**src/rtl/net_pkg.sv**
```systemverilog
// Shared types and defaults for the RMII transmit scheduler.
// Holds the scheduler state encoding and default gap/timeout lengths.
package net_pkg;

    typedef enum logic [1:0] {
        S_IDLE,
        S_FIRE,
        S_WAIT_DONE,
        S_GAP
    } txs_state_t;

    localparam int GAP_CYC_DEF     = 48;
    localparam int TIMEOUT_CYC_DEF = 100000;

endpackage

```
**src/rtl/rr_arbiter.sv**
```systemverilog
// Combinational round-robin pick: first set req at or after ptr, cyclic.
// Ports: req, ptr in; gnt (one-hot), idx (winner index), valid out.
module rr_arbiter
    import net_pkg::*;
#(
    parameter int N = 4
) (
    input  logic [N-1:0]         req,
    input  logic [$clog2(N)-1:0] ptr,
    output logic [N-1:0]         gnt,
    output logic [$clog2(N)-1:0] idx,
    output logic                 valid
);

    localparam int IW = $clog2(N);

    logic [IW:0]   sum;
    logic [IW-1:0] cand;

    always_comb begin
        gnt   = '0;
        idx   = '0;
        valid = 1'b0;
        sum   = '0;
        cand  = '0;
        for (int i = 0; i < N; i++) begin
            // ptr + i wrapped into 0..N-1 (works for non power-of-two N)
            sum = {1'b0, ptr} + (IW+1)'(i);
            if (sum >= (IW+1)'(N)) begin
                sum = sum - (IW+1)'(N);
            end
            cand = sum[IW-1:0];
            if (!valid && req[cand]) begin
                valid = 1'b1;
                idx   = cand;
            end
        end
        if (valid) begin
            gnt[idx] = 1'b1;
        end
    end

endmodule

```
**src/rtl/net_tx_scheduler.sv**
```systemverilog
// Shares one RMII transmit engine among N_REQ requesters: round-robin grant,
// one frame in flight, timeout tracking and a minimum inter-frame gap.
// Ports: clk, rst (async active-low), ready, req, tx_done in;
//        grant, src_id, trg, busy, timeout_err, frames_sent out (all registered).
module net_tx_scheduler
    import net_pkg::*;
#(
    parameter int N_REQ       = 4,
    parameter int GAP_CYC     = GAP_CYC_DEF,
    parameter int TIMEOUT_CYC = TIMEOUT_CYC_DEF,
    parameter int CNT_W       = 16
) (
    input  logic                     clk,
    input  logic                     rst,
    input  logic                     ready,
    input  logic [N_REQ-1:0]         req,
    output logic [N_REQ-1:0]         grant,
    output logic [$clog2(N_REQ)-1:0] src_id,
    output logic                     trg,
    input  logic                     tx_done,
    output logic                     busy,
    output logic                     timeout_err,
    output logic [CNT_W-1:0]         frames_sent
);

    localparam int IW      = $clog2(N_REQ);
    localparam int CNT_MAX = (TIMEOUT_CYC > GAP_CYC) ? TIMEOUT_CYC : GAP_CYC;
    localparam int TW      = $clog2(CNT_MAX + 1);

    localparam logic [TW-1:0] TO_LAST  = TW'(TIMEOUT_CYC - 1);
    localparam logic [TW-1:0] GAP_LAST = TW'((GAP_CYC > 0) ? GAP_CYC - 1 : 0);

    txs_state_t       state;
    logic [IW-1:0]    ptr;
    logic [IW-1:0]    win_q;
    logic [N_REQ-1:0] win_oh_q;
    logic [TW-1:0]    cnt;

    logic [N_REQ-1:0] arb_gnt;
    logic [IW-1:0]    arb_idx;
    logic             arb_valid;

    rr_arbiter #(.N(N_REQ)) u_arb (
        .req   (req),
        .ptr   (ptr),
        .gnt   (arb_gnt),
        .idx   (arb_idx),
        .valid (arb_valid)
    );

    always_ff @(posedge clk or negedge rst) begin
        if (!rst) begin
            state       <= S_IDLE;
            ptr         <= '0;
            win_q       <= '0;
            win_oh_q    <= '0;
            cnt         <= '0;
            grant       <= '0;
            src_id      <= '0;
            trg         <= 1'b0;
            busy        <= 1'b0;
            timeout_err <= 1'b0;
            frames_sent <= '0;
        end else begin
            trg   <= 1'b0;
            grant <= '0;
            if (!ready) begin
                // link lost: abandon any frame, keep pointer and stats
                state <= S_IDLE;
                busy  <= 1'b0;
                cnt   <= '0;
            end else begin
                unique case (state)
                    S_IDLE: begin
                        if (arb_valid) begin
                            win_q    <= arb_idx;
                            win_oh_q <= arb_gnt;
                            state    <= S_FIRE;
                        end
                    end
                    S_FIRE: begin
                        trg    <= 1'b1;
                        grant  <= win_oh_q;
                        src_id <= win_q;
                        busy   <= 1'b1;
                        ptr    <= (win_q == IW'(N_REQ - 1)) ? '0 : win_q + 1'b1;
                        cnt    <= '0;
                        state  <= S_WAIT_DONE;
                    end
                    S_WAIT_DONE: begin
                        if (tx_done) begin
                            frames_sent <= frames_sent + 1'b1;
                            cnt         <= '0;
                            state       <= S_GAP;
                        end else if (cnt == TO_LAST) begin
                            timeout_err <= 1'b1;
                            cnt         <= '0;
                            state       <= S_GAP;
                        end else begin
                            cnt <= cnt + 1'b1;
                        end
                    end
                    S_GAP: begin
                        if (cnt == GAP_LAST) begin
                            cnt   <= '0;
                            busy  <= 1'b0;
                            state <= S_IDLE;
                        end else begin
                            cnt <= cnt + 1'b1;
                        end
                    end
                    default: state <= S_IDLE;
                endcase
            end
        end
    end

endmodule

```
**config.mk**
```make
export PLATFORM = sky130hd
export DESIGN_NAME = net_tx_scheduler
export DESIGN_NICKNAME = d
export VERILOG_FILES = /design/src/rtl/net_pkg.sv /design/src/rtl/rr_arbiter.sv /design/src/rtl/net_tx_scheduler.sv
export SDC_FILE = /design/constraint.sdc
export NUM_CORES = 1
export LEC_CHECK = 0
export BUFFER_PORTS_ARGS = -buffer_cell sky130_fd_sc_hd__buf_2
export CORE_ASPECT_RATIO = 1.75
export CORE_MARGIN = 5
export CORE_UTILIZATION = 62
export DETAILED_ROUTE_END_ITERATION = 6
export GPL_ROUTABILITY_DRIVEN = 0
export PLACE_DENSITY = 0.85
export SETUP_SLACK_MARGIN = 0.02
export SLEW_MARGIN = 20
export SYNTH_ARGS = -nofsm -noshare
export SYNTH_HDL_FRONTEND = slang
export SYNTH_SLANG_ARGS = --single-unit
```
**constraint.sdc**
```tcl
create_clock -name clk -period 4.6 [get_ports clk]
set_input_delay 0 -clock clk [delete_from_list [all_inputs] [get_ports clk]]
set_output_delay 0 -clock clk [all_outputs]
set_load 0.01 [all_outputs]
```
==> results.yml <==
hold_path:
  hp-class: "in -> reg"
detailed_routing:
  wl_met1_um: 2200
  drc: 0
  post_drt_wl_per_cell_um: 16.3
  top_layer_used: "met4"
  drtIter0Drc: 93
  antenna_left: 0
  vias: 2127
  drt_wl_total_um: 5550
  wl_met2_um: 3020
  wl_met3_um: 230
  routed_via_density: 6.24
  dr.pass1.iters: 5
cells_and_area:
  area_growth_pct: 12.2
  fillers: 314
  layout-drive-gt1-share: 0.175
  stdcell_area_sq_um: 2950
  diodes: 0
  nets: 307
place:
  hpwl_um: 3940
  placed_cell_area_sq_um: 2820
  numPortBuffers: 32
cts:
  clockBufferDepth: 2
  h-tree-depth: 2
  post_cts_buffers: 0
  clockRootBuffer: "clkbuf_8"
  cts_resized: 0
  clk_latency_ns: 0.30
  cts.sinks: 52
  clk_pin_slew_ns: 0.10
  cts_buffers: 5
  tritoncts: "yes"
yosys:
  yosys.area.top_type_share: 0.495
  synth_edf_count: 0
  ys_types: 47
  netlist_area_sq_um: 2630
  yosysWarnings: 0
  ys_seq_elements: 52
  yosys-top-cells-area: "dfrtp_1 50%, nand2_1 4.0%, ha_1 3.8%, xnor2_1 3.0%, and3_1 2.6%"
  post-synth-top-count-cell: "dfrtp_1"
  syn-num-nets: 277
  yosysSeqAreaShare: 0.495
  syn_avg_cell_area_sq_um: 10.1
  synth-async-reset-ratio: 1.00
  yosys-top-cells-count: "52 x dfrtp_1, 28 x nand2_1, 14 x nor2_1, 12 x o21ai_0"
  yosysTopAreaCell: "dfrtp_1"
  ys.flop_type: "dfrtp_1"
  syn_inst: 261
power:
  total_power_w: 0.00120
  p_leak_nw: 1.43
  p_per_area_nw_per_um2: 408
  vdd_drop_max_v: 0.000365
job:
  cap_violations: 0
global_route:
  grt_pass1_wl_um: 9690
  track_usage: 0.220
  grt_pass1_vias: 2108
  antenna_found_initial: 0
  overflow: 0
  grt_max_degree: 53
critical_path:
  critPathKind: "reg -> reg"
  endpoint_kind: "flip-flop"
  start_kind: "flip-flop"
  critPathArrivalTime_ns: 2.58
  required_ns: 4.82
  path_max_fanout: 21
floorplanning:
  die_x_um: 59.2
  fp.dieArea_sq_um: 5690
  core_region_area_sq_um: 4110
  rows: 31
  ios: 33
  die_y_um: 96.1
  start_util: 0.639
sta:
  slew_headroom: 0.421
  finalSetupTns_ns: 0
  setup_viol: 0
  final-hold-violation-count: 0
  fmax_mhz: 423
  final-max-slew-violation-count: 0
  fin_crit_sh: 0.514
  fin_crit_ns: 2.36
  fin_skew_ns: 0.00730
  worst_pin_slew_ns: 0.864
  rsz0062_at_grt: "false"
status:
  status: "finished clean"
-- critical path: stages (launching register included) --
cell	delay, ns
dfrtp_1	0.42
or4_1	0.56
or4_1	0.56
nor2b_4	0.22
or2_1	0.28
o32ai_2	0.24
-- area by class of cell --
class	instances	area, sq um	share of cell area
clock buffers	6	72.6	0.0246
clock inverters	2	38.8	0.0131
inverters	10	37.5	0.0127
multi-input cells	188	1260	0.427
flip-flops and latches	52	1300	0.441
well taps	49	61.3	0.0208
repair buffers	34	178	0.0602
-- power by group --
part	total (W)	internal (W)	leakage [nW]	switching [W]
logic	0.000299	0.000125	0.665	0.000175
clock network	0.000317	0.000165	0.0558	0.000152
registers	0.000587	0.000529	0.705	0.0000578
total	0.00120	0.000818	1.43	0.000385
-- kinds of logic after synthesis --
kind of cell               count (synthesis)  share of synthesized area
buffers and inverters                     21                     0.0328
adders and majority gates                  8                     0.0381
muxes                                      7                     0.0286
xor gates and xnor gates                  16                     0.0533
and+or+nand+nor                          105                      0.215
AOI/OAI and AO/OA                         52                      0.137
DFF                                       52                      0.495
-- per-stage QoR --
stage | worst slack (ns) | instances | utilization | hold WS, ns
3_5_place_dp | 2.25 | 332 | 0.686 | 0.151
3_3_place_gp | 2.30 | 332 | 0.686 | 0.143
6_report | 2.24 | 341 | 0.718 | 0.0587
2_1_floorplan | 2.42 | 261 | - | -0.296
4_1_cts | 2.24 | 341 | 0.715 | 0.0468
5_1_grt | 2.15 | 341 | 0.718 | 0.0538
-- sequential cells by signal, indices dropped and copies added, names as in the netlist --
| register | flops |
|---|---|
| busy | 1 |
| cnt | 17 |
| frames_sent | 16 |
| grant | 4 |
| ptr | 2 |
| src_id | 2 |
| state | 2 |
| timeout_err | 1 |
| trg | 1 |
| win_oh_q | 4 |
| win_q | 2 |
-- final timing paths --
| path | startpoint | depth (start not counted) | end | slack (ns) |
|---|---|---|---|---|
| max in group asynchronous | rst | 3 | cnt[13]$_DFFE_PN0P_ | 3.84 |
| min in group asynchronous | rst | 3 | grant[2]$_DFF_PN0_ | 0.32 |
| max | cnt[13]$_DFFE_PN0P_ | 5 | state[0]$_DFFE_PN0P_ | 2.24 |
| min reg2reg | frames_sent[15]$_DFFE_PN0P_ | 1 | frames_sent[15]$_DFFE_PN0P_ | 0.48 |
| min | ready | 2 | grant[1]$_DFF_PN0_ | 0.06 |
| max reg2reg | cnt[13]$_DFFE_PN0P_ | 5 | state[0]$_DFFE_PN0P_ | 2.24 |
-- layer usage --
metal  global-route usage  vias up
met5                    0        -
met4               0.0756        0
met3               0.0336       12
met2                0.402       54
met1                0.252     1051
li1                     -     1010
-- layout by cell type (no fill, tap or decap), drive strengths merged, types with 4 or more instances in the layout --
cell / count
a211oi: 5
a21oi: 5
a22o: 4
and3: 11
and4: 6
buf: 33
clkbuf: 6
dfrtp: 52
ha: 8
inv: 11
mux2: 4
nand2: 28
nand3: 11
nand4: 6
nor2: 15
nor3: 11
o21ai: 16
o22ai: 4
o311ai: 4
xnor2: 9
xor2: 7
-- what timing repair did --
action	in CTS	in global routing
hold buffers	1	0
endpoints found under the hold margin	52	0
setup endpoints to repair	0	0
Power figures use the tool's default switching activity.
